[config.mk]
export PLATFORM = sky130hd
export DESIGN_NAME = stopwatch_ctrl
export DESIGN_NICKNAME = d
export VERILOG_FILES = /design/src/rtl/stopwatch_pkg.sv /design/src/rtl/btn_debounce.sv /design/src/rtl/stopwatch_ctrl.sv
export SDC_FILE = /design/constraint.sdc
export NUM_CORES = 1
export LEC_CHECK = 0
export CAP_MARGIN = 30
export CORE_UTILIZATION = 62
export DETAILED_ROUTE_END_ITERATION = 8
export PLACE_DENSITY = 0.8
export SKIP_LAST_GASP = 1
export SLEW_MARGIN = 20
export SYNTH_ARGS = -nofsm -noshare
export SYNTH_HDL_FRONTEND = slang
export SYNTH_SLANG_ARGS = --single-unit
[constraint.sdc]
create_clock -name clk -period 4.61 [get_ports clk]
set_input_delay 0.922 -clock clk [delete_from_list [all_inputs] [get_ports clk]]
set_output_delay 0.922 -clock clk [all_outputs]
set_load 0.02 [all_outputs]
[src/rtl/stopwatch_pkg.sv]
// Shared definitions for the stopwatch control block and its counter/display datapath.
package stopwatch_pkg;

  typedef enum logic [1:0] {
    StIdle  = 2'b00,
    StRun   = 2'b01,
    StPause = 2'b10,
    StLap   = 2'b11
  } sw_state_e;

  localparam int unsigned DefTickDiv   = 25000000;
  localparam int unsigned DefDebCycles = 1000000;
  localparam logic [15:0] BcdMax       = 16'h9999;

endpackage

[src/rtl/btn_debounce.sv]
// Push-button conditioner: 2-flop synchronizer, stability counter and press-event pulse.
module btn_debounce
  import stopwatch_pkg::*;
#(
  parameter int unsigned DEB_CYCLES = DefDebCycles
) (
  input  logic clk,
  input  logic rst,
  input  logic btn_i,
  output logic press_o
);

  localparam int unsigned CntW = $clog2(DEB_CYCLES + 1);
  localparam logic [CntW-1:0] CntLast = CntW'(DEB_CYCLES - 1);

  logic            sync1_q, sync2_q;
  logic            level_q, level_d;
  logic            level_dly_q;
  logic [CntW-1:0] cnt_q, cnt_d;
  logic            press_q, press_d;

  always_comb begin
    level_d = level_q;
    cnt_d   = '0;
    if (sync2_q != level_q) begin
      if (cnt_q == CntLast) begin
        level_d = sync2_q;
      end else begin
        cnt_d = cnt_q + CntW'(1);
      end
    end
    // Pulse on the cycle after the debounced level first reads high.
    press_d = level_q & ~level_dly_q;
  end

  always_ff @(posedge clk or posedge rst) begin
    if (rst) begin
      sync1_q     <= 1'b0;
      sync2_q     <= 1'b0;
      level_q     <= 1'b0;
      level_dly_q <= 1'b0;
      cnt_q       <= '0;
      press_q     <= 1'b0;
    end else begin
      sync1_q     <= btn_i;
      sync2_q     <= sync1_q;
      level_q     <= level_d;
      level_dly_q <= level_q;
      cnt_q       <= cnt_d;
      press_q     <= press_d;
    end
  end

  assign press_o = press_q;

endmodule

[src/rtl/stopwatch_ctrl.sv]
// Stopwatch sequencer: button conditioning, count prescaler, run/pause/lap FSM and
// counter/display control strobes.
module stopwatch_ctrl
  import stopwatch_pkg::*;
#(
  parameter int unsigned TICK_DIV    = DefTickDiv,
  parameter int unsigned DEB_CYCLES  = DefDebCycles,
  parameter bit          STOP_AT_MAX = 1'b1
) (
  input  logic       clk,
  input  logic       rst,
  input  logic       btn_start,
  input  logic       btn_lap,
  input  logic       btn_clear,
  input  logic       cnt_max,
  output logic       cnt_en,
  output logic       cnt_clr,
  output logic       disp_latch,
  output logic       disp_hold,
  output logic [1:0] state,
  output logic       overflow
);

  localparam int unsigned PW = $clog2(TICK_DIV);
  localparam logic [PW-1:0] PrescLast = PW'(TICK_DIV - 1);

  logic start_p, lap_p, clear_p;
  logic ev_start, ev_lap, ev_clear;
  logic counting, tick, stop;

  sw_state_e state_q, state_d;
  logic [PW-1:0] presc_q, presc_d;
  logic overflow_q, overflow_d;
  logic cnt_en_q, cnt_en_d;
  logic cnt_clr_q, cnt_clr_d;
  logic latch_q, latch_d;
  logic latch_pend_q, latch_pend_d;
  logic hold_q, hold_d;

  btn_debounce #(.DEB_CYCLES(DEB_CYCLES)) u_deb_start (
    .clk(clk), .rst(rst), .btn_i(btn_start), .press_o(start_p)
  );
  btn_debounce #(.DEB_CYCLES(DEB_CYCLES)) u_deb_lap (
    .clk(clk), .rst(rst), .btn_i(btn_lap), .press_o(lap_p)
  );
  btn_debounce #(.DEB_CYCLES(DEB_CYCLES)) u_deb_clear (
    .clk(clk), .rst(rst), .btn_i(btn_clear), .press_o(clear_p)
  );

  assign ev_clear = clear_p;
  assign ev_start = start_p & ~clear_p;
  assign ev_lap   = lap_p & ~clear_p & ~start_p;

  assign counting = (state_q == StRun) || (state_q == StLap);
  assign tick     = counting && (presc_q == PrescLast);
  assign stop     = tick && cnt_max && STOP_AT_MAX;

  always_comb begin
    state_d      = state_q;
    presc_d      = presc_q;
    overflow_d   = overflow_q;
    cnt_en_d     = 1'b0;
    cnt_clr_d    = 1'b0;
    latch_d      = latch_pend_q;
    latch_pend_d = 1'b0;

    if (counting) begin
      presc_d = tick ? '0 : presc_q + PW'(1);
    end
    if (tick) begin
      cnt_en_d = ~stop;
      if (cnt_max) begin
        overflow_d = 1'b1;
      end
    end

    unique case (state_q)
      StIdle: begin
        if (ev_start) begin
          state_d = StRun;
        end else if (ev_clear) begin
          cnt_clr_d = 1'b1;
          presc_d   = '0;
        end
      end
      StRun: begin
        if (stop || ev_start) begin
          state_d = StPause;
        end else if (ev_lap) begin
          state_d = StLap;
          // Keep the latch strobe off the cnt_en cycle; capture one cycle later instead.
          if (tick) begin
            latch_pend_d = 1'b1;
          end else begin
            latch_d = 1'b1;
          end
        end
      end
      StLap: begin
        if (stop || ev_start) begin
          state_d = StPause;
        end else if (ev_lap) begin
          state_d = StRun;
        end
      end
      StPause: begin
        if (ev_start) begin
          state_d = StRun;
        end else if (ev_clear) begin
          state_d    = StIdle;
          cnt_clr_d  = 1'b1;
          presc_d    = '0;
          overflow_d = 1'b0;
        end
      end
      default: state_d = StIdle;
    endcase

    hold_d = (state_d == StLap);
  end

  always_ff @(posedge clk or posedge rst) begin
    if (rst) begin
      state_q      <= StIdle;
      presc_q      <= '0;
      overflow_q   <= 1'b0;
      cnt_en_q     <= 1'b0;
      cnt_clr_q    <= 1'b0;
      latch_q      <= 1'b0;
      latch_pend_q <= 1'b0;
      hold_q       <= 1'b0;
    end else begin
      state_q      <= state_d;
      presc_q      <= presc_d;
      overflow_q   <= overflow_d;
      cnt_en_q     <= cnt_en_d;
      cnt_clr_q    <= cnt_clr_d;
      latch_q      <= latch_d;
      latch_pend_q <= latch_pend_d;
      hold_q       <= hold_d;
    end
  end

  assign state      = state_q;
  assign overflow   = overflow_q;
  assign cnt_en     = cnt_en_q;
  assign cnt_clr    = cnt_clr_q;
  assign disp_latch = latch_q;
  assign disp_hold  = hold_q;

endmodule

After elaboration in Yosys (flattened, before gate mapping):

Cells that the tools add are included.

* register bits after elaboration: 108
* input port bits: 6
* word-level logic and storage cells: 98

* equal/unequal tests: 11
* reduce and logical (&&, ||, !) cells: 9
* bitwise gates (word level): 12
* add/sub/neg operators: 4
* multiplexer cells: 36

Operators by type and width (number)
* two-way mux 25 bit: 5
* two-way mux 20 bit: 6
* adder 20 x 1 -> 20 bit, second input constant: 3
* == test 20 bit, second input constant: 3
* adder 25 x 1 -> 25 bit, second input constant: 1
* == test 25 bit, second input constant: 1
* two-way mux 1 bit: 17
* two-way mux 2 bit: 7
* case mux 2 bit (4 select lines): 1
* AND 1 bit: 6
* == test 2 bit, second input constant: 3
* inverter 1 bit: 6
* AND reduction 2 bit: 3
* inequality test 1 bit: 3
* == test 2 x 1 -> 1 bit, second input constant: 1
* logical AND 1 bit: 2
* logical NOT 2 bit: 1
* logical OR 1 bit: 2
* OR reduction 2 bit: 1

Logic depth before layout (Yosys ltp):

* depth after elaboration: 8
* depth in mapped cells: 6
* depth with buffers taken out: 5

Hierarchy:

From an unflattened synthesis, not the netlist that was laid out.

* cell total of the unflattened synthesis: 529
* area total of the unflattened synthesis: 5283.8 um2

Modules (own cells, without submodules)
* btn_debounce: times used 3, cells an instance 114, area each 1168.6 um2, seq. area each 625.6 um2
* stopwatch_ctrl: times used 1, cells an instance 187, area each 1778.0 um2, seq. area each 825.8 um2

Worst setup path before layout:

No wires, ideal clock.

* path type: register to register
* start: register u_deb_clear.cnt_q[0]
* end: register u_deb_clear.cnt_q[18]
* required time: 4.532 ns
* clock period less this slack: 1.934 ns
* cell stages (with the launch flop): 6
* arrival time: 1.856 ns
* path slack: 2.676 ns
* cell sequence: dfrtp_1 ha_1 nand3_1 or4_4 or4_1 a21oi_1

* cells in the longest elaborated chain, start to end: 3

Ends and longest elaborated chain
* start, declared: line btn_debounce.sv:19 `logic [CntW-1:0] cnt_q, cnt_d;`
* start signal, assigned: line btn_debounce.sv:49 `cnt_q <= cnt_d;`
* adder 20 x 1 -> 20 bit or == test 20 bit (tied branches): line btn_debounce.sv:29, btn_debounce.sv:26
* two-way mux 20 bit *: line btn_debounce.sv:26 `if (cnt_q == CntLast) begin`
* two-way mux 20 bit *: line btn_debounce.sv:25 `if (sync2_q != level_q) begin`
* named net u_deb_clear.cnt_d[18]: line btn_debounce.sv:19

The timed path passes the listed nets; every way through them passes the cells marked *.
A chain may end at the register's enable or synchronous reset.

Worst setup path in the final report:

* start: register state_q[0], in the netlist state[0]
* end: output port state[0]

RTL lines
* start, declared: line stopwatch_ctrl.sv:31 `sw_state_e state_q, state_d;`
* start signal, assigned: line stopwatch_ctrl.sv:124 `state_q <= StIdle;`
* start signal, assigned: line stopwatch_ctrl.sv:133 `state_q <= state_d;`
* end, declared: line stopwatch_ctrl.sv:20 `output logic [1:0] state,`

No word-level cell between the ends.

==> flow_summary.toml <==
[yosys]
postSynthAreaPerCell_sq_um = 10.1
syn-cell-area_sq_mm = 0.00521
synth_fp_nets = 525
post_synth_inst_count = 515
synth_edf_count = 0
total_of_warnings_raised_by_yosys = 0
synth.lib_cells_used.distinct = 51
synth-seq-cells = 108
postSynth.topFlopCell = "sky130_fd_sc_hd__dfrtp_1"
synth_async_sr_flop_share_pct = 100
synth_sequential_area_ratio_pct = 51.9

[layout]
layout_common_cells = "108 x sky130_fd_sc_hd__dfrtp_1, 60 x sky130_fd_sc_hd__nor2_1, 32 x sky130_fd_sc_hd__nand3_1"
flow.area_growth_from_synthesis_pct = 8.51
finalNetCount = 539
fillCellCount = 596
layout-drive-gt1-share_pct = 7.30
mostFrequentLayoutCell = "sky130_fd_sc_hd__dfrtp_1"
antennaDiodeCount = 0

[worst_setup_path]
critical_register_to_register_path_startpoint = "state[0]$_DFF_PP0_"
startpoint = "state[0]$_DFF_PP0_"
critPathSlowestCell = "sky130_fd_sc_hd__dfrtp_1"
path_delay_family = "flip-flops"
worst-path-buf-inv = 1
worstSetupEndpointType = "output pin"
critical-path-max-stage-delay_ps = 750
maximum_fanout_along_the_worst_path = 21
critPathRequiredTime_ps = 3690
worst-r2r-setup-slack_ps = 2270
crit_arrival_ps = 1840
critical_path_launch_point_type = "flop"
kind_of_critical_path = "reg2out"
crit_chain = "clkdlybuf4s50_1"

[clocking]
ctsRootBufferMaster = "sky130_fd_sc_hd__clkbuf_8"
cts.sink_count = 108
post-cts-setup-buffer-count = 0
post_cts_resize_count = 0
clk_transition_reported_paths_ps = 90
cts.path.max_buffers = 2
cts.htree.levels = 3
insertion_delay_ps = 360
cts_buffers = 9
cts_tree = "done"
cts_hold_repair.buffers = 0

[sta]
setup-tns-final_ps = 0
final_max_tran_viols = 0
final-hold-violation-count = 0
setup_viol = 0
worst-slew-pin-transition_ps = 744
fmax_mhz = 363
fin_skew_ps = 8.17
period_share_pct = 59.8
min_period_ps = 2760
rsz0062_at_grt = "false"
timing.max_slew.rel_slack_pct = 50.0

[power_and_ir_drop]
power_leakage_nw = 2.32
p_seq_share_pct = 60.4
power.total_mw = 1.60
netSwitchingPower_mw = 0.354
cellPowerDensity_mw_per_mm2 = 283
swShare_pct = 22.2
pwr-share-clk_pct = 36.5
pwr-share-comb_pct = 3.2
intPower_mw = 1.24
ir_drop_worst_case_vdd_uv = 148

[global_routing]
groute.usage.overall_pct = 23.9
grt_pass1_wl_mm = 16.5
antenna_found_initial = 0
via_count_of_the_first_global_routing_pass = 3733
grt_start_max_net_pins = 50
grt_overflow_total = 0

[hold_path]
min_from = "u_deb_start.sync1_q$_DFF_PP0_"
hold_path.class = "reg2reg"

[run_status]
status = "completed"

[drt]
post_drt_wl_per_cell_microns = 14.8
drt.antenna.violating_nets = 0
finalWirelength_mm = 9.48
drcViolationCount = 0
drt_first_pass_iters = 4
drt_iter0_drc = 215
detail_route.vias_per_cell = 5.94
via_count = 3795

[placement]
dp_hpwl_mm = 6.61
port_buffers = 12
gp_congestion = 0.787

[floorplanning]
die_width_microns = 93.6
initial_utilization_pct = 63.7
die_height_microns = 93.6
core_area_sq_mm = 0.00818
dieArea_sq_mm = 0.00877
io_pins = 13
core.rowCount = 33

[run]
drv_cap = 0
[synthesized netlist by cell type (2+ instances only)]
master | instances | share of area, %
sky130_fd_sc_hd__or3_1 | 13 | 1.6
sky130_fd_sc_hd__dfrtp_1 | 108 | 52
sky130_fd_sc_hd__a21oi_1 | 31 | 3.0
sky130_fd_sc_hd__and2_1 | 6 | 0.72
sky130_fd_sc_hd__nand3b_1 | 3 | 0.43
sky130_fd_sc_hd__nand4_2 | 2 | 0.48
sky130_fd_sc_hd__clkbuf_1 | 5 | 0.36
sky130_fd_sc_hd__a41oi_1 | 2 | 0.34
sky130_fd_sc_hd__nor2_1 | 60 | 4.3
sky130_fd_sc_hd__and4_1 | 4 | 0.67
sky130_fd_sc_hd__xnor2_1 | 31 | 5.2
sky130_fd_sc_hd__a31oi_1 | 2 | 0.24
sky130_fd_sc_hd__ha_1 | 4 | 0.96
sky130_fd_sc_hd__nand4b_1 | 2 | 0.34
sky130_fd_sc_hd__nand2_1 | 23 | 1.7
sky130_fd_sc_hd__o41ai_1 | 2 | 0.34
sky130_fd_sc_hd__nor3_1 | 14 | 1.3
sky130_fd_sc_hd__nand2b_1 | 2 | 0.24
sky130_fd_sc_hd__xor2_1 | 20 | 3.4
sky130_fd_sc_hd__or4b_2 | 2 | 0.38
sky130_fd_sc_hd__or4_4 | 3 | 0.65
sky130_fd_sc_hd__nand3_1 | 32 | 3.1
sky130_fd_sc_hd__o31ai_1 | 6 | 0.87
sky130_fd_sc_hd__inv_1 | 20 | 1.4
sky130_fd_sc_hd__mux2_2 | 4 | 0.87
sky130_fd_sc_hd__or4_1 | 8 | 1.2
sky130_fd_sc_hd__and3_1 | 12 | 1.4
sky130_fd_sc_hd__nand4_1 | 19 | 2.3
sky130_fd_sc_hd__a31o_2 | 4 | 0.67
sky130_fd_sc_hd__nand4bb_1 | 3 | 0.65
sky130_fd_sc_hd__nor4_1 | 15 | 1.8
sky130_fd_sc_hd__nor2b_1 | 8 | 0.96
sky130_fd_sc_hd__or4b_1 | 3 | 0.58
sky130_fd_sc_hd__o21ai_0 | 21 | 2.0
sky130_fd_sc_hd__buf_2 | 5 | 0.48
[cells by family after synthesis]
logic type | synth area share [%]
and+or+nand+nor | 25.9
DFF | 51.9
AOI/OAI and AO/OA | 9.30
xor gates and xnor gates | 8.58
buffers and inverters | 2.52
muxes | 0.865
adders and majority gates | 0.961
[layout make-up]
class                           count  area (sq um)  share of cell area, %
Timing Repair Buffer               15           163                   2.88
Clock inverter                      4          57.6                   1.02
Tap cell                          105           131                   2.33
Inverter                           20          77.6                   1.37
Multi-Input combinational cell    375          2370                   42.0
Clock buffer                       12           145                   2.57
Sequential cell                   108          2700                   47.8
[flip-flops by register name (all words and copies together), names as in the netlist, 2 cells and up]
signal             count
presc_q               25
u_deb_clear.cnt_q     20
u_deb_lap.cnt_q       20
u_deb_start.cnt_q     20
state                  2
[power by group through the flow]
stage          sequential [mW]  combinational, mW  clock (mW)
2_1_floorplan            0.981             0.0334           0
3_3_place_gp             0.982             0.0471           0
3_5_place_dp             0.983             0.0524           0
4_1_cts                  0.964             0.0525       0.599
5_1_grt                  0.966             0.0591       0.636
6_report                 0.964             0.0504       0.582
[layer usage]
metal / vias up / share of wire (%) / GRT usage (%)
met5: - / 0 / 0
met4: 0 / 1.0 / 6.92
li1: 1881 / - / -
met3: 8 / 3.3 / 5.45
met1: 1848 / 45 / 29.4
met2: 58 / 51 / 41.9
[path summary, 6_finish.rpt]
path	to	cells after the start
max	state[0]	1
min reg2reg	u_deb_start.sync2_q$_DFF_PP0_	0
max reg2reg	presc_q[22]$_DFF_PP0_	4
min in group asynchronous	u_deb_start.cnt_q[8]$_DFF_PP0_	2
max in group asynchronous	presc_q[1]$_DFF_PP0_	3
min	u_deb_start.sync2_q$_DFF_PP0_	0
[metrics by stage]
step | cell area, sq um | hold WS [ps] | setup slack [ps] | utilization (%) | instances
finish | 5650 | 357 | 1850 | 69.1 | 639
global route | 5650 | 373 | 1740 | 69.1 | 639
CTS | 5650 | 362 | 1840 | 69.1 | 639
detailed placement | 5450 | 336 | 2230 | 66.6 | 623
global placement | 5420 | 337 | 2110 | 66.3 | 622
floorplan | 5210 | 331 | 842 | - | 515
No activity file was read; power rests on OpenSTA's default activity.
